### src/rtl/mem_bus_arbiter.sv
// mem_bus_arbiter: shares one memory port between the cpu and a DMA/IO
// requester. The winning request is latched, presented to memory for
// MEM_WAIT+1 cycles, and completed with a one-cycle ack plus read data.
// Build option: define ARB_CPU_PRIORITY_EN for fixed cpu priority on a tie;
// otherwise ties are resolved round-robin against the last owner.
module mem_bus_arbiter #(
  parameter int AW       = 32,
  parameter int DW       = 32,
  parameter int MEM_WAIT = 1
) (
  input  logic          clock,
  input  logic          reset,
  input  logic          cpu_req,
  input  logic          cpu_rw,
  input  logic [AW-1:0] cpu_address,
  input  logic [DW-1:0] cpu_datao,
  output logic [DW-1:0] cpu_data,
  output logic          cpu_ack,
  input  logic          dma_req,
  input  logic          dma_rw,
  input  logic [AW-1:0] dma_address,
  input  logic [DW-1:0] dma_datao,
  output logic [DW-1:0] dma_data,
  output logic          dma_ack,
  output logic          mem_en,
  output logic          mem_rw,
  output logic [AW-1:0] mem_address,
  output logic [DW-1:0] mem_datao,
  input  logic [DW-1:0] mem_data,
  output logic          busy,
  output logic          owner
);

  typedef enum logic [1:0] {
    IDLE   = 2'd0,
    ACCESS = 2'd1,
    DONE   = 2'd2
  } state_t;

  localparam logic [3:0] WAIT_LOAD = 4'(MEM_WAIT);

  state_t        state;
  state_t        state_nxt;
  logic [3:0]    wait_cnt;
  logic          lat_rw;
  logic [AW-1:0] lat_addr;
  logic [DW-1:0] lat_data;
  logic [DW-1:0] rdata;
  logic          last_owner;
  logic          owner_q;
  logic          any_req;
  logic          grant_dma;

  // Arbitration: decide which requester wins when the port is idle
  always_comb begin
    any_req = cpu_req | dma_req;
`ifdef ARB_CPU_PRIORITY_EN
    grant_dma = dma_req & ~cpu_req;
`else
    // On a tie, the requester that did not own the port last time wins
    grant_dma = dma_req & (~cpu_req | ~last_owner);
`endif
  end

  // State register
  always_ff @(posedge clock or posedge reset) begin
    if (reset) state <= IDLE;
    else       state <= state_nxt;
  end

  // Next-state logic: IDLE -> ACCESS for MEM_WAIT+1 cycles -> DONE -> IDLE
  always_comb begin
    state_nxt = state;
    case (state)
      IDLE:    if (any_req) state_nxt = ACCESS;
      ACCESS:  if (wait_cnt == 4'd0) state_nxt = DONE;
      DONE:    state_nxt = IDLE;
      default: state_nxt = IDLE;
    endcase
  end

  // Outputs decoded from the current state and the latched request
  always_comb begin
    mem_en  = (state == ACCESS);
    mem_rw  = (state == ACCESS) & lat_rw;
    busy    = (state != IDLE);
    cpu_ack = (state == DONE) & ~owner_q;
    dma_ack = (state == DONE) &  owner_q;
  end

  // Request latch, wait counter, read-data capture and ownership tracking
  always_ff @(posedge clock or posedge reset) begin
    if (reset) begin
      wait_cnt   <= 4'd0;
      lat_rw     <= 1'b0;
      lat_addr   <= '0;
      lat_data   <= '0;
      rdata      <= '0;
      last_owner <= 1'b1;
      owner_q    <= 1'b0;
    end else begin
      case (state)
        IDLE: begin
          if (any_req) begin
            wait_cnt <= WAIT_LOAD;
            owner_q  <= grant_dma;
            lat_rw   <= grant_dma ? dma_rw      : cpu_rw;
            lat_addr <= grant_dma ? dma_address : cpu_address;
            lat_data <= grant_dma ? dma_datao   : cpu_datao;
          end
        end
        ACCESS: begin
          if (wait_cnt != 4'd0) begin
            wait_cnt <= wait_cnt - 4'd1;
          end else begin
            // Memory read data is valid only in the final access cycle
            if (!lat_rw) rdata <= mem_data;
            last_owner <= owner_q;
          end
        end
        default: ;
      endcase
    end
  end

  assign mem_address = lat_addr;
  assign mem_datao   = lat_data;
  assign cpu_data    = rdata;
  assign dma_data    = rdata;
  assign owner       = owner_q;

endmodule

### config.mk
export PLATFORM = sky130hd
export DESIGN_NAME = mem_bus_arbiter
export DESIGN_NICKNAME = d
export VERILOG_FILES = /design/src/rtl/mem_bus_arbiter.sv
export SDC_FILE = /design/constraint.sdc
export NUM_CORES = 1
export LEC_CHECK = 0
export CAP_MARGIN = 20
export CORE_MARGIN = 3
export CORE_UTILIZATION = 39
export DETAILED_ROUTE_END_ITERATION = 10
export GPL_TIMING_DRIVEN = 0
export PLACE_DENSITY = 0.82
export SYNTH_ARGS = -nofsm -noshare
export SYNTH_HDL_FRONTEND = slang
export SYNTH_SLANG_ARGS = --single-unit
### constraint.sdc
create_clock -name clock -period 4.6 [get_ports clock]
set_input_delay 0.92 -clock clock [delete_from_list [all_inputs] [get_ports clock]]
set_output_delay 0.92 -clock clock [all_outputs]
set_load 0.02 [all_outputs]
### After elaboration in Yosys (flattened, before gate mapping)

Cells that the tools add are included.
W data, S select, Z words.

| word-level totals | value |
|---|---|
| register bits after elaboration | 105 |
| input bits | 166 |

| operators by class | value |
|---|---|
| $add $sub $neg | 1 |
| equal/unequal tests | 5 |
| mux-type cells | 9 |
| bitwise logic cells | 11 |
| reduce and logical (&&, ||, !) cells | 10 |

Operators with widths:

| cell | number |
|---|---|
| $mux W32 | 2 |
| $mux W4 | 2 |
| $pmux W4 S2 | 1 |
| $reduce_and A2 Y1 | 3 |
| $reduce_and A3 Y1 | 2 |
| $not A1 Y1 | 5 |
| $and A1 B1 Y1 | 4 |
| $logic_not A4 Y1 | 1 |
| $mux W2 | 2 |
| $ne A2 B1 Y1 const B | 2 |
| $pmux W2 S2 | 1 |
| $reduce_bool A2 Y1 | 2 |
| $reduce_bool A4 Y1 | 1 |
| $sub A4 B1 Y4 const B | 1 |
| $eq A2 B1 Y1 const B | 1 |
| $eq A2 B2 Y1 const B | 1 |
| $logic_not A2 Y1 | 1 |
| $ne A2 B2 Y1 const B | 1 |
| $or A1 B1 Y1 | 2 |
| $mux W1 | 1 |

### Longest topological paths before layout

Gate-level depths: netlist (run 1).

| depth | value |
|---|---|
| depth after elaboration | 4 |
| mapped depth | 7 |
| depth with buffers taken out | 5 |

### Worst setup path before layout (run 1)

No wires, ideal clock.

| timing path | value |
|---|---|
| path type | input to register |
| from | in dma_req |
| to | reg lat_addr[0], in the netlist mem_address[0] |
| library setup time | 0.125 ns |
| data arrival time | 2.178 ns |
| required time | 4.475 ns |
| slack | 2.297 ns |
| stages on the path | 5 |
| cells stage by stage | a21boi_0 -> buf_2 -> buf_2 -> mux2_2 -> mux2_2 |

| on the way | value |
|---|---|
| longest elaborated chain between the ends | 2 |
| elaborated cells on any way between the ends | 4 |
| those cells by class | mux: 1; bitwise: 2; reduce/logical: 1 |

RTL lines:

| what | RTL line | RTL |
|---|---|---|
| start: declaration | 19 | `input logic dma_req,` |
| $and A1 B1 Y1 / $or A1 B1 Y1 (equally long branches) | 61, 56 |  |
| $mux W32 / $reduce_and A2 Y1 (equally long branches) | n/a |  |
| end signal: assignment | 108 | `lat_addr <= grant_dma ? dma_address : cpu_address;` |
| end: declaration | 46 | `logic [AW-1:0] lat_addr;` |

Parallel ways exist; a longest one is shown, timed or not.
A chain may end at the register's enable or synchronous reset.

### Final worst setup path (run 1)

| timing path | value |
|---|---|
| from | in dma_req |
| to | reg lat_data[13], in the netlist mem_datao[13] |

| on the way | value |
|---|---|
| longest elaborated chain between the ends | 2 |
| elaborated cells on any way between the ends | 4 |
| those cells by class | mux: 1; bitwise: 2; reduce/logical: 1 |

RTL lines:

| what | RTL line | RTL |
|---|---|---|
| $and A1 B1 Y1 / $or A1 B1 Y1 (equally long branches) | 61, 56 |  |
| $mux W32 / $reduce_and A2 Y1 (equally long branches) | n/a |  |
| end signal: assignment | 109 | `lat_data <= grant_dma ? dma_datao : cpu_datao;` |
| end: declaration | 47 | `logic [DW-1:0] lat_data;` |

Parallel ways exist; a longest one is shown, timed or not.

==> results.txt, run 1 <==
The count of buffers from port buffering was 299. The type of origin of the critical path was an input pin. The sequential cell area fraction in the yosys report was 0.504.

The via count of the first global-routing pass was 4301; the total CTS buffers was 9. The first global-routing pass estimated 22200 um of wire. For the initial core utilization, the log shows 0.405.

For this run, the leading register cell type out of synthesis is sky130_fd_sc_hd__dfrtp_1. The worst setup path is captured at a register. The count of flip-flops with a built-in enable after synthesis works out to 0.

Entering global routing, the biggest net connects 58 pins. The portion of the clock cycle consumed by the worst path in the final layout was 0.616; the die boundary width was 122 um. Once layout is complete, the cells apart from fillers number 844.

By count the netlist is led by 133 x sky130_fd_sc_hd__mux2_2, 104 x sky130_fd_sc_hd__dfrtp_1, 33 x sky130_fd_sc_hd__buf_4. The first routing iteration left 118 violations. Actual slew at the worst max-slew pin: 673 ps. In the routed design, unresolved DRC markers number 0.

The logs give 0 for the hold buffer count at cts and 0.0129 sq mm for the core area. After detailed routing, the number of vias per cell comes to 4.66. Together, buffers and inverters on the worst path number 3. Final standard cell utilization of the core: 0.680. CTS placed an instance of sky130_fd_sc_hd__clkbuf_16 at the clock tree root. After floorplanning, the core was divided into 41 placement rows. Setup repair after global routing left no endpoint under its margin. The die covers 0.0148 sq mm. The number of antenna violations at the first check in global routing is 0, and the number of I/O pins is 300. In this design, the largest share of critical-path delay is due to buffers and inverters. For this design the static power due to leakage is 3.71 nW. After global routing the overflow that remains totals 0. The fraction of layout instances using a drive strength above 1 is 0.350. TritonCTS built the clock tree. sky130_fd_sc_hd__mux2_2 is the most common cell in the netlist. Post-CTS timing repair inserted 0 buffers for setup.

For the aggregate negative setup slack, the log shows 0 ps. The number of slew-limit violations in the final report is 0. The flow ran to the end, and the final reports show no timing, DRC or antenna violations. In this run, synthesis produced a sequential element count of 105.

The remaining antenna violation count was 0. Detailed placement ended at an HPWL of 11800 um. Relative to the synthesized area, the layout overhead comes to 67.7%. The overall die height was 122 um. The tightest slew margin relative to the limit was 0.550. Summing over every cut layer, the via total after detailed routing is 3937. The share of Yosys cell area claimed by the top area cell type is 0.499, and the number of nets produced by synthesis is 524.

Counting distinct cell types in the post-synthesis netlist gives 31. The global-route usage over all layers is 0.193. The total wire length is 14600 um, and the clock-pin slew on the worst setup and hold paths is 70 ps. The final layout net count is 835. For the routability congestion estimate from global placement, the log shows 0.790. Sorting the synthesized cells by area gives the leading types as sky130_fd_sc_hd__dfrtp_1 50%, sky130_fd_sc_hd__mux2_2 29%, sky130_fd_sc_hd__mux2_4 8.6%. Setup violations remaining at the end of the flow were counted as 0. The tools report the hold violation total from the final report as 0. The worst path setup slack after routing came out at 1770 ps. The Yosys step of the flow raised 0 warnings.

Data on the critical path is required at its endpoint by 4830 ps. The clock passes through at most 2 buffers. Before antenna repair, the detailed router went through 6 iterations. Walking the worst path, the cells encountered are clkdlybuf4s50_1 -> a21boi_0 -> buf_2 -> buf_2 -> mux2_2 -> mux2_2. The largest single stage delay on the critical path is 520 ps. The run gives 0.00522 sq mm as the total standard cell area after synthesis. The worst path arrival time was 3060 ps. Including well taps, the total number of placed cells is 828.

Counting the fill cells in the layout gives 935. Counting every instance in the synthesized netlist gives 356. The total inserted antenna cells was 0; the peak clock frequency supported by timing was 353 MHz. The number of gates resized after CTS was 0.

The share of synthesized registers carrying an async set or reset was 1.00; the peak fanout along the critical path was 10. The mean cell area of the mapped netlist was 14.7 sq um. The worst hold path belongs to the class reg -> reg. The class of the most critical setup path was in -> reg.

The number of H-tree levels is 3. The routed design could run at a clock period as short as 2830 ps. Power spread over the standard cell area amounts to 691 mW/mm^2. Prior to clock tree synthesis, the placed netlist has a worst setup slack of 1400 ps. Between clock sinks in the finished design, the worst skew comes to 5.58 ps.

sky130_fd_sc_hd__dfrtp_1 takes more of the synthesized area than any other cell. For the TritonCTS sink count, the log shows 105. The largest vdd supply drop is 0.381 mV. Clock latency on the worst-skew pair, taken at its later pin, is 350 ps.

On the critical path, the stage with the largest delay is an instance of sky130_fd_sc_hd__clkdlybuf4s50_1. The run gives 6.05 mW as the total power consumption of the routed design. Across the run, the number of max-cap violations was 0.

The average wire per cell in the routed design was 17.3 um.
[logic make-up after synthesis]
| family | count (synthesis) | synth area share |
|---|---|---|
| AOI/OAI and AO/OA | 12 | 0.0163 |
| muxes | 164 | 0.375 |
| and+or+nand+nor | 17 | 0.0220 |
| adders and majority gates | 2 | 0.00479 |
| DFF | 105 | 0.504 |
| buffers and inverters | 56 | 0.0781 |
[layout by cell type, fill, tap and decap left out, drive strengths merged, types with 2 or more instances in the layout]
cell           instances
o21ai                  3
dfrtp                104
nor2                   3
clkbuf                11
inv                    5
clkinv                 2
nor3                   3
ha                     2
a21boi                 2
clkdlybuf4s50        299
nand2b                 3
nor3b                  2
clkinvlp               2
mux2                 163
buf                   52
[state kept, by name (all words and copies together) (netlist names)]
signal and count:
cpu_data 32, mem_address 32, mem_datao 32, wait_cnt 4, state 2, last_owner 1
lat_rw 1, owner 1
[power breakdown]
| part | leakage, nW | switching, mW | internal [mW] |
|---|---|---|---|
| combinational | 2.33 | 1.53 | 2.03 |
| clock | 0.142 | 0.334 | 0.435 |
| sequential | 1.23 | 0.320 | 1.41 |
| total | 3.71 | 2.18 | 3.87 |
[metal layers]
layer  routed length, um  vias up  track usage
met4                 313        0       0.0756
met5                   0        -            0
met1                5260     1885        0.205
met2                7610      178        0.352
met3                1380       18       0.0622
li1                    -     1856            -
[worst reg2reg max path, cell delays in order (launching register included)]
cell and delay [ps]:
sky130_fd_sc_hd__dfstp_2 370, sky130_fd_sc_hd__a21boi_0 320, sky130_fd_sc_hd__buf_2 320, sky130_fd_sc_hd__buf_2 300
sky130_fd_sc_hd__mux2_2 390, sky130_fd_sc_hd__mux2_2 260
[metrics by stage]
step	hold WS [ps]	area [sq um]
CTS	510	8760
global placement	489	8430
detailed placement	495	8460
floorplan	497	5220
global route	522	8760
finish	505	8760
[worst paths after layout]
| path | from | end | slack [ps] | depth (start not counted) |
|---|---|---|---|---|
| setup / recovery | dma_req | mem_datao[13] | 1770 | 6 |
| hold / removal | mem_address[6] | mem_address[6] | 510 | 1 |
| setup reg to reg | last_owner | mem_datao[13] | 2530 | 5 |
| hold reg to reg | mem_address[6] | mem_address[6] | 510 | 1 |
| max in group asynchronous | reset | last_owner | 2830 | 3 |
| min in group asynchronous | reset | cpu_data[12] | 1020 | 2 |
[area by class of cell]
cell class / count / area [sq um] / area share
buffer: 51 / 389 / 0.0444
clock buffer: 11 / 243 / 0.0277
clock inverter: 5 / 55.1 / 0.00629
inverter: 5 / 21.3 / 0.00243
multi-input combinational: 195 / 2180 / 0.249
sequential: 105 / 2630 / 0.300
tap: 172 / 215 / 0.0246
timing repair buffer: 300 / 3020 / 0.345
Power figures use the tool's default switching activity.
==> run 2: changes to the inputs <==
clock period = 2.7 ns   (was 4.6 ns; I/O delays follow)
==> results.txt, run 2 (synthesis gave the netlist of run 1 again) <==
After detailed routing, the average wire length per cell comes to 17.5 um. The run gives 44 as the maximum number of pins on one net before global-route repair. The startpoint identified for the worst hold timing path is mem_address[24]. Count of buffers from port buffering: 299. The number of instances on the worst hold path was 1; the number of cells in the finished layout apart from fillers was 845. The run finished with clean final reports. The logs give 0.0148 sq mm for the overall die area and 3.72 nW for the leakage power total.

The logic depth of the worst register-to-register path was 5. The TritonCTS sink count is 105, and the fraction of met2 tracks used by global routing is 0.365. The die boundary width is 122 um.

The number of setup buffers added after CTS is 0. In this run, CTS created clock tree buffers numbering 9. For the row count, the log shows 41. In the layout the commonest cells are 299 x sky130_fd_sc_hd__clkdlybuf4s50_1, 133 x sky130_fd_sc_hd__mux2_2, 104 x sky130_fd_sc_hd__dfrtp_1.

The tightest hold path in the finished design has a slack of 505 ps. The register-to-register setup slack was 660 ps; the actual slew at the worst max-slew pin was 644 ps. The floorplan step set the die height to 122 um. Dividing the detail-routed via count by the number of cells gives 4.71.

Setup violations remaining at the end of the flow were counted as 0. The hold violation total from the final report is 0. The run gives 0 as the DRC violations left. Clock skew on the completed layout was measured at 7.09 ps. TritonCTS built the clock tree. The fraction of met1 tracks used by global routing was 0.202. The run gives 2640 ps as the worst path arrival time.

Power density normalized to cell area: 1170 mW/mm^2. Counting I/O delays and the setup requirement, the final critical path takes 2410 ps. The worst hold path terminates at mem_address[24]. Final layout net count: 836.

Before CTS, the worst setup slack after placement is -126 ps. Once routing completed, OpenROAD measured the worst setup slack at 288 ps. The fraction of layout instances using a drive strength above 1 is 0.351. The layer carrying the most global-route usage is met2.

For the number of iterations in the first detailed-routing pass, the log shows 4. At the end of routability-driven placement, the weighted congestion stood at 0.740. The post-CTS resize count was 0. The logs give 0.196 for the global-route usage over all layers and 300 for the number of I/O pins.

For the hold buffer count at cts, the log shows 0. The run gives 0 as the number of antenna violations at the first check in global routing. The number of slew-limit violations in the final report was 0; the number of placed cells counting well taps was 829. The portion of the clock cycle consumed by the worst path in the final layout was 0.893.

Max-cap violations in this run came to 0. Across the VDD grid, the largest voltage drop is 0.639 mV. At the worst endpoint, the required time is 2920 ps.

The worst setup path is of the in -> reg kind. The class of the tightest hold or removal check is reg -> reg. The number of buffers on the longest clock path was 2. The endpoint identified for the worst register-to-register timing path is mem_datao[7].

The growth of design area from synthesis to finish was 67.8%. Remaining antenna violation count: 0. Along the worst path, the maximum fanout reaches 10. The start of the worst register-to-register path is last_owner.

The logs give 3 for the number of H-tree levels and 10.3 mW for the total power consumption of the routed design. The logs give 0.0669 for the met3 layer usage reported by global route and 3980 for the routed via count. The tools report the wire length of the first global-routing pass as 22500 um. The worst setup path is launched from an input pin. Detailed placement finished with a half-perimeter wire length of 12000 um. The total inserted antenna cells was 0.

Setup repair after global routing left no endpoint under its margin. The clock-pin slew on the worst setup and hold paths was 60 ps. The clock reaches the later pin of the worst-skew pair after 340 ps. The routed design has 14800 um of wire. After filler insertion, the fill cell instance count of the layout stands at 956. The via count of the first global-routing pass was 4416; the peak clock frequency supported by timing was 415 MHz. The first routing iteration left 118 violations. The floorplan step defined a core boundary enclosing 0.0129 sq mm. The kind of end point of the critical path was a register. For the final routed database, the setup TNS stands at 0 ps. The run gives 0.570 as the tightest slew margin relative to the limit. The tree is rooted in a sky130_fd_sc_hd__clkbuf_16.

Summed over all layers, the global routing overflow is 0. The tools report the initial core utilization as 0.405. Commonest non-fill, non-tap cell in the layout: sky130_fd_sc_hd__clkdlybuf4s50_1.
## run 2: critical path, cell delays in order
cell	delay, ps
sky130_fd_sc_hd__clkdlybuf4s50_1	510
sky130_fd_sc_hd__a21boi_0	310
sky130_fd_sc_hd__buf_2	320
sky130_fd_sc_hd__buf_2	300
sky130_fd_sc_hd__mux2_2	380
sky130_fd_sc_hd__mux2_2	270
## run 2: worst max path at each step
stage               cells past startpoint  startpoint  slack, ps               to
floorplan                               5     dma_req        780   mem_address[0]
global placement                        2       reset       -140  mem_address[18]
detailed placement                      6     dma_req       -130     mem_datao[7]
CTS                                     6     dma_req        240     mem_datao[7]
global route                            6     dma_req         70     mem_datao[7]
finish                                  6     dma_req        290     mem_datao[7]
## run 2: area by class of cell
cell class / instances / area, sq um / area share
Timing Repair Buffer: 301 / 3030 / 0.346
Multi-Input combinational cell: 195 / 2180 / 0.249
Inverter: 5 / 22.5 / 0.00257
Tap cell: 172 / 215 / 0.0246
Sequential cell: 105 / 2630 / 0.300
Buffer: 51 / 389 / 0.0444
Clock buffer: 13 / 270 / 0.0309
Clock inverter: 3 / 15.0 / 0.00171
## run 2: power by group
group          leakage (nW)  switching, mW  internal [mW]  total, mW
Clock                 0.145          0.549          0.697       1.25
Sequential             1.23          0.540           2.40       2.94
Combinational          2.34           2.61           3.46       6.07
## run 2: per-layer routing
metal	share of wire	wire length (um)
met5	0	0
met4	0.021	314
met3	0.095	1410
met2	0.54	7940
met1	0.35	5100
## run 2: through the flow
step	cell area (sq um)	util
after floorplan	5220	-
after global placement	8430	0.655
after detailed placement	8470	0.658
after CTS	8760	0.680
after global routing	8760	0.680
final	8760	0.680
==> run 3: changes to the inputs <==
clock period = 2.6 ns   (was 2.7 ns; I/O delays follow)
==> results.txt, run 3 (synthesis gave the netlist of run 1 again) <==
Using the TritonRoute via totals, the vias-per-cell ratio works out to 4.71. The clock arrives with 7.02 ps of skew. For the number of setup violations in the final report, the log shows 0. At the end of routability-driven placement, the weighted congestion stood at 0.740. The required time of the critical path was 2080 ps. The met3 layer usage reported by global route is 0.0669.

In this run the power spent charging and discharging nets is 3.84 mW. For the global-route usage over all layers, the log shows 0.196. The tightest slew margin relative to the limit is 0.572.

Clock-pin slew was measured on the worst setup and hold paths at 70 ps. The run gives 0.592 as the share of total power in combinational logic. The run gives 0.365 as the fraction of met2 tracks used by global routing.

Total CTS buffers: 9. The start of the worst register-to-register path is wait_cnt[1]. The design draws 10.6 mW. The logs give 3 for the number of H-tree levels and 3982 for the routed via count. At the pin with the least slew margin, the transition time is 640 ps. The class of the most critical setup path was reg -> out. Static timing analysis puts the maximum clock frequency at 424 MHz. In this run the register-to-register setup slack is 600 ps. Compared with the post-synthesis result, the final layout area differs by 67.8%. The logs give 105 for the TritonCTS sink count and 3.72 nW for the leakage power total.

Final layout net count: 836. For the initial core utilization, the log shows 0.405. 300 I/O pins were placed. The share of power burned in the clock network is 0.122. The flow ran to the end, and the final reports show no timing, DRC or antenna violations. For the total inserted antenna cells, the log shows 0.

The via count of the first global-routing pass came out at 4416. The worst setup path is launched from a register. For this run the aggregate overflow at the end of global routing stands at 0.

The tools report the overall die area as 0.0148 sq mm. The worst path setup slack after routing is 244 ps, and the max capacitance violation total is 0. Entering global routing, the biggest net connects 44 pins. The first TritonRoute pass finished after 4 iterations. The portion of the clock cycle consumed by the worst path in the final layout was 0.906. TritonCTS built the clock tree.

The logs give 0.287 for the sequential fraction of design power and 0 for the setup fix buffers added after clock tree synthesis. Setup repair after global routing left no endpoint under its margin. Endpoint of the lowest-slack register-to-register path: cpu_data[5]. The tools report the hold violation total from the final report as 0. The worst register-to-register path has a depth of 7. The destination of the worst hold path was mem_address[24]. The final period demand of the worst path came out at 2360 ps. The fraction of met1 tracks used by global routing is 0.202, and the number of slew-limit violations in the final report is 0. Along the worst path, the maximum fanout reaches 9.

In the final routed layout, each cell accounts on average for 17.5 um. The die boundary width was 122 um; the violation count after the first detailed-routing iteration was 120. The proportion of total power due to net switching was 0.361. The floorplan has 41 rows. The layer flagged by global routing as most heavily used is met2. For the insertion delay to the later sink of the worst-skew pair, the log shows 340 ps. The DRC violations left was 0. Pre-CTS setup slack: -206 ps. The number of buffers on the longest clock path is 2, and the count of buffers from port buffering is 299. The total wire length is 14800 um, and the number of antenna violations at the first check in global routing is 0.

The wire length of the first global-routing pass is 22500 um. The top cell types in the final layout, fill and taps aside, are 299 x sky130_fd_sc_hd__clkdlybuf4s50_1, 133 x sky130_fd_sc_hd__mux2_2, 104 x sky130_fd_sc_hd__dfrtp_1. From bottom edge to top edge, the die measures 122 um. The commonest non-fill, non-tap cell in the layout was sky130_fd_sc_hd__clkdlybuf4s50_1. The core region is 0.0129 sq mm. The path class of the tightest hold or removal check is reg -> reg. The internal power came out at 6.81 mW. The clock root buffer was sky130_fd_sc_hd__clkbuf_16. The number of instances on the worst hold path was 1. The startpoint identified for the worst hold timing path is mem_address[24]. The logs give 0 for the remaining antenna violation count and 1840 ps for the worst path arrival time.

The fraction of layout instances using a drive strength above 1 works out to 0.351. The HPWL after detailed placement was 12000 um. Across the VDD grid, the largest voltage drop is 0.664 mV. Kind of end point of the critical path: an output port.

Power density normalized to cell area: 1220 mW/mm^2.
-- run 3: cell count changes in the layout (fill, tap and decap cells not counted) --
| cell | previous run | this run |
|---|---|---|
| sky130_fd_sc_hd__a21boi_0 | 2 | 1 |
| sky130_fd_sc_hd__a21boi_1 | 0 | 1 |
-- run 3: what timing repair did --
item	CTS	global route
endpoints found under the setup margin	0	2
endpoints found under the hold margin	0	0
hold buffers	0	0
resized for setup	0	1
-- run 3: critical path: stages (launching register included) --
cell	delay, ps
sky130_fd_sc_hd__dfrtp_1	470
sky130_fd_sc_hd__nand2b_4	200
sky130_fd_sc_hd__inv_1	90
sky130_fd_sc_hd__and2_1	130
sky130_fd_sc_hd__clkdlybuf4s50_1	620
-- run 3: through the flow --
stage | std cells | instance area [sq um] | setup TNS [ps] | utilization | hold WS [ps]
after floorplan | 356 | 5220 | 0 | - | 497
after global placement | 827 | 8430 | -27830 | 0.655 | 488
after detailed placement | 829 | 8470 | -6340 | 0.658 | 494
after CTS | 845 | 8760 | 0 | 0.680 | 509
after global routing | 845 | 8760 | 0 | 0.680 | 514
final | 845 | 8760 | 0 | 0.680 | 505
-- run 3: routing by layer --
| metal | wire (um) | part of all wire |
|---|---|---|
| met1 | 5140 | 0.35 |
| met2 | 7950 | 0.54 |
| met3 | 1390 | 0.094 |
| met4 | 314 | 0.021 |
| met5 | 0 | 0 |
-- run 3: layout make-up --
type,count,area (sq um)
tap,172,215
sequential,105,2630
buffer,51,389
clock inverter,3,15.0
timing repair buffer,301,3030
fill,956,4120
inverter,5,22.5
clock buffer,13,270
multi-input combinational,195,2180
-- run 3: how the worst max path moves through the flow --
stage / startpoint / end / slack, ps / depth (start not counted)
2_1_floorplan: dma_req / mem_address[0] / 700 / 5
3_3_place_gp: reset / mem_address[18] / -220 / 2
3_5_place_dp: dma_req / mem_datao[7] / -210 / 6
4_1_cts: dma_req / mem_datao[7] / 160 / 6
5_1_grt: dma_req / mem_datao[7] / 110 / 6
6_report: state[1] / mem_rw / 240 / 4
-- run 3: power groups by stage --
stage / sequential, mW / clock [mW] / combinational (mW)
finish: 3.05 / 1.29 / 6.30
global route: 3.17 / 1.40 / 6.63
CTS: 3.06 / 1.33 / 6.38
detailed placement: 3.08 / 0 / 6.35
global placement: 3.01 / 0 / 6.23
floorplan: 3.95 / 0 / 2.57
==> edit 1, RTL diff (config.mk and constraints of run 3) <==
The option `ARB_CPU_PRIORITY_EN` is turned on by a define.
--- a/src/rtl/mem_bus_arbiter.sv
+++ b/src/rtl/mem_bus_arbiter.sv
@@ -3,6 +3,8 @@
 // MEM_WAIT+1 cycles, and completed with a one-cycle ack plus read data.
 // Build option: define ARB_CPU_PRIORITY_EN for fixed cpu priority on a tie;
 // otherwise ties are resolved round-robin against the last owner.
+`define ARB_CPU_PRIORITY_EN
+
 module mem_bus_arbiter #(
   parameter int AW       = 32,
   parameter int DW       = 32,
Check against the original RTL: not equivalent (a bounded check fails within 10 cycles, from zero or initial values and one cycle with reset high).
==> edit 1 against run 3 <==
  * Register-to-register slack lost 0.09 ns
  * Worst setup slack lost 0.019 ns
  * Wire length decreased by 1.7%
  * Synthesized area is 0.70% lower
  * Total power fell by 1.4%
  * Cell area fell by 0.37%
  * Synthesized cell count unchanged
  * Count of clock-buffer cells in the layout is 3 lower
  * Sequential cell count down 1
==> edit 1: results (changes against run 3) <==
- HPWL after detailed placement: 11.65 mm (was 12.03 mm)
- # fillers: 947 (was 956)
- Number of DRC markers after the initial detailed-route iteration: 89 (was 120)
- FF-to-FF End: cpu_data[26] (was cpu_data[5])
- Port bufs: 299 (unchanged)
- Layout cell share with drive strength beyond 1: 34.92% (was 35.07%)
- Register area share after synthesis: 50.21% (was 50.36%)
- PwrDens: 1203 nW/um^2 (was 1216 nW/um^2)
- Final net count: 836 (unchanged)
- Worst clock skew on the final layout: 0.006631 ns (was 0.007020 ns)
- Worst vdd ir: 0.0006700 V (was 0.0006636 V)
- Fin crit share: 91.35% (was 90.62%)
- Final WL: 14.54 mm (was 14.79 mm)
- Sw Share: 36.16% (was 36.06%)
- Wire length of the first global-routing pass: 22.40 mm (was 22.51 mm)
- Status: finished, final reports clean (unchanged)
- Static Leakage: 3.690 nW (was 3.717 nW)
- Global routing met3 resource utilization: 7.179% (was 6.685%)
- Detailed-route vias per instance: 4.689 (was 4.712)
- Clk Tree Root Cell: sky130_fd_sc_hd__clkbuf_16 (unchanged)
- Setup slack of the worst register-to-register path: 0.51 ns (was 0.60 ns)
- Global-route usage over all layers: 19.56% (was 19.61%)
- Worst Hold Class: reg2reg (unchanged)
- Minimum setup slack after placement: -0.02858 ns (was -0.2059 ns)
- Post-synth net total: 524 (unchanged)
- Slowest cell on the critical path: sky130_fd_sc_hd__clkdlybuf4s50_1 (unchanged)
- Worst hold path stage count: 1 (unchanged)
- M1 GR Usage: 20.66% (was 20.23%)
- Worst min-delay path endpoint: mem_datao[3] (was mem_address[24])
- Startpoint of the worst-slack reg-to-reg timing path: wait_cnt[0] (was wait_cnt[1])
- CP max stage delay: 0.63 ns
- Count of unique library cells instantiated by Yosys: 32 (was 31)
- Routability-driven placement congestion ratio: 0.7652 (was 0.7398)
- Routed wl met3: 1.387 mm (was 1.390 mm)
- Final number of hold-violating endpoints: 0 (unchanged)
- Beginning of the worst hold path: mem_datao[3] (was mem_address[24])
- Total met2 wirelength after detailed routing: 7.646 mm (was 7.946 mm)
- Post-detailed-placement cell area: 8436 um^2 (was 8472 um^2)
- Leading post-synthesis cells by cell area: sky130_fd_sc_hd__dfrtp_1, sky130_fd_sc_hd__mux2_2, sky130_fd_sc_hd__mux2_4 (unchanged)
- Worst hold margin: 0.5056 ns (was 0.5049 ns)
- Cell count after synthesis: 356 (unchanged)
- Internal power summed over all cells: 6.702 mW (was 6.809 mW)
- Routed length on met1: 5.226 mm (was 5.136 mm)
- Inserted Clock Buffers: 9 (unchanged)
- Slew of the pin with the lowest slew margin: 0.5687 ns (was 0.6404 ns)
- Top cells by instance count after synthesis: sky130_fd_sc_hd__mux2_2, sky130_fd_sc_hd__dfrtp_1, sky130_fd_sc_hd__buf_4 (unchanged)
- Number of global-route vias before repair: 4,330 (was 4,416)
- Met2 usage: 35.47% (was 36.48%)
- Power in combinational cells: 6.13 mW (was 6.30 mW)
- Initial antenna violation count: 0 (unchanged)
- Placed cell count: 829 (unchanged)
-- edit 1: cell count changes after synthesis, moves of 2 or more --
| cell | run 3 | this run |
|---|---|---|
| sky130_fd_sc_hd__nor2_1 | 3 | 6 |
| sky130_fd_sc_hd__a21boi_0 | 2 | 0 |
| sky130_fd_sc_hd__a21oi_1 | 1 | 3 |
| sky130_fd_sc_hd__buf_2 | 14 | 12 |
| sky130_fd_sc_hd__nand2b_1 | 2 | 0 |
| sky130_fd_sc_hd__nor3_1 | 3 | 1 |
-- edit 1: area by class of cell --
cell class                 instances  share of cell area (%)
clock buffer                      10                   2.624
clock inverter                     6                  0.6884
timing repair buffer             301                   34.76
buffer                            51                   4.474
inverter                           6                  0.3012
sequential                       104                   29.83
multi-input combinational        195                   24.85
tap                              172                   2.467
-- edit 1: logic make-up (layout without fill, tap and decap cells) --
family	count (synthesis)	in the layout	synth area share, %
mux	162	162	37.36
flops	104	104	50.21
buf+inv	57	374	7.965
simple gates	20	20	2.534
compound gates	11	11	1.448
fa+ha+maj	2	2	0.4827
==> edit 2, RTL diff (settings of run 3) <==
Without the edit above. Reset style: synchronous (`reset`), changed in 2 clocked blocks.
--- a/src/rtl/mem_bus_arbiter.sv
+++ b/src/rtl/mem_bus_arbiter.sv
@@ -63,7 +63,7 @@
   end
 
   // State register
-  always_ff @(posedge clock or posedge reset) begin
+  always_ff @(posedge clock) begin
     if (reset) state <= IDLE;
     else       state <= state_nxt;
   end
@@ -89,7 +89,7 @@
   end
 
   // Request latch, wait counter, read-data capture and ownership tracking
-  always_ff @(posedge clock or posedge reset) begin
+  always_ff @(posedge clock) begin
     if (reset) begin
       wait_cnt   <= 4'd0;
       lat_rw     <= 1'b0;
Behaviour: differs if reset is asserted again (counterexample within 4 cycles, from zero or initial values and one cycle with reset high); with reset held inactive, the same outputs for 10 cycles.
==> edit 2 against run 3 <==
  * Wire length is 13% higher
  * Sequential cell count did not move
  * First-iteration DRC count grew to 2.6 times the old value
  * Critical path depth increased by 2
  * Global-route usage up 3.5 points
  * Fmax shrank 2.9%
  * Cell area decreased by 4.9%
  * Clock skew is 0.0030 ns lower
  * Synthesized area fell by 7.6%
  * Worst setup slack worse by 0.071 ns
  * Critical path type unchanged
  * Critical endpoint unchanged
Power is not compared: it rests on default switching activity, and its combinational part moved more than twofold at a synthesized area within 25%.
==> edit 2: results (changes against run 3) <==
- Total met2 wirelength after detailed routing: 8.721 mm (was 7.946 mm)
- Register area share after synthesis: 43.56% (was 50.36%)
- Routability-driven placement congestion ratio: 0.8070 (was 0.7398)
- Final WL: 16.75 mm (was 14.79 mm)
- Routed length on met1: 6.794 mm (was 5.136 mm)
- Wire length of the first global-routing pass: 24.83 mm (was 22.51 mm)
- Achievable Freq: 412.1 MHz (was 424.4 MHz)
- Layout cell share with drive strength beyond 1: 12.16% (was 35.07%)
- Most used flip-flop cell after synthesis: sky130_fd_sc_hd__dfxtp_1 (was sky130_fd_sc_hd__dfrtp_1)
- Critical Path AT: 1.91 ns (was 1.84 ns)
- Worst clock skew on the final layout: 0.004069 ns (was 0.007020 ns)
- HPWL after detailed placement: 13.36 mm (was 12.03 mm)
- Global routing met3 resource utilization: 4.473% (was 6.685%)
- Leading post-synthesis cells by cell area: sky130_fd_sc_hd__dfxtp_1, sky130_fd_sc_hd__mux2i_1, sky130_fd_sc_hd__o2bb2ai_1 (was sky130_fd_sc_hd__dfrtp_1, sky130_fd_sc_hd__mux2_2, sky130_fd_sc_hd__mux2_4)
- Pin count of the biggest net entering global routing: 16 (was 44)
- Detailed-route vias per instance: 5.126 (was 4.712)
- Setup slack of the worst register-to-register path: 0.72 ns (was 0.60 ns)
- Startpoint of the worst-slack reg-to-reg timing path: wait_cnt[0] (was wait_cnt[1])
- Beginning of the worst hold path: mem_address[25] (was mem_address[24])
- Count of unique library cells instantiated by Yosys: 35 (was 31)
- Area share of fa/ha/maj cells after synthesis: 0.5185% (was 0.4794%)
- Met2 usage: 39.74% (was 36.48%)
- Synthesized-area fraction occupied by ao, oa, aoi and oai cells: 23.10% (was 1.630%)
- Proportion of register bits with asynchronous set or reset after synthesis: 0% (was 100.0%)
- Post-detailed-placement cell area: 8029 um^2 (was 8472 um^2)
- Status: finished, final reports clean (unchanged)
- Routed wl met3: 938 um (was 1.390 mm)
- Cell count after synthesis: 451 (was 356)
- Top cells by instance count after synthesis: sky130_fd_sc_hd__dfxtp_1, sky130_fd_sc_hd__mux2i_1, sky130_fd_sc_hd__o2bb2ai_1 (was sky130_fd_sc_hd__mux2_2, sky130_fd_sc_hd__dfrtp_1, sky130_fd_sc_hd__buf_4)
- Mux contribution to synthesized area: 13.48% (was 37.51%)
- Post-synth net total: 619 (was 524)
- CP max stage delay: 0.39 ns (was 0.62 ns)
- Final net count: 929 (was 836)
- Total vias in the final route: 4,783 (was 3,982)
- Minimum setup slack after placement: 0.1745 ns (was -0.2059 ns)
- Placed cell count: 918 (was 829)
## edit 2: layout make-up
| class | count | area, um^2 |
|---|---|---|
| Fill cell | 935 | 3732 |
| Timing Repair Buffer | 299 | 2994 |
| Multi-Input combinational cell | 261 | 2202 |
| Sequential cell | 105 | 2102 |
| Buffer | 80 | 504.2 |
| Clock buffer | 12 | 256.5 |
| Tap cell | 168 | 210.2 |
| Clock inverter | 3 | 40.04 |
| Inverter | 5 | 20.02 |
## edit 2: critical path, delay by kind of cell (launching register included)
kind	cells	cell delay, ns
buffers and inverters	4	0.88
flip-flops	1	0.39
AND/OR/NAND/NOR	2	0.29
## edit 2: worst paths after layout
| check | end | depth (start not counted) |
|---|---|---|
| worst max register to register | cpu_data[24] | 7 |
| worst max-delay path | mem_rw | 6 |
| worst min register to register | mem_address[25] | 1 |
| worst min-delay path | mem_address[25] | 1 |
## edit 2: what timing repair did
action / CTS / global route
endpoints found under the hold margin: 0 / 0
setup endpoints to repair: 2 / 1
gates cloned: 0 / 0
resized for setup: 3 / 1
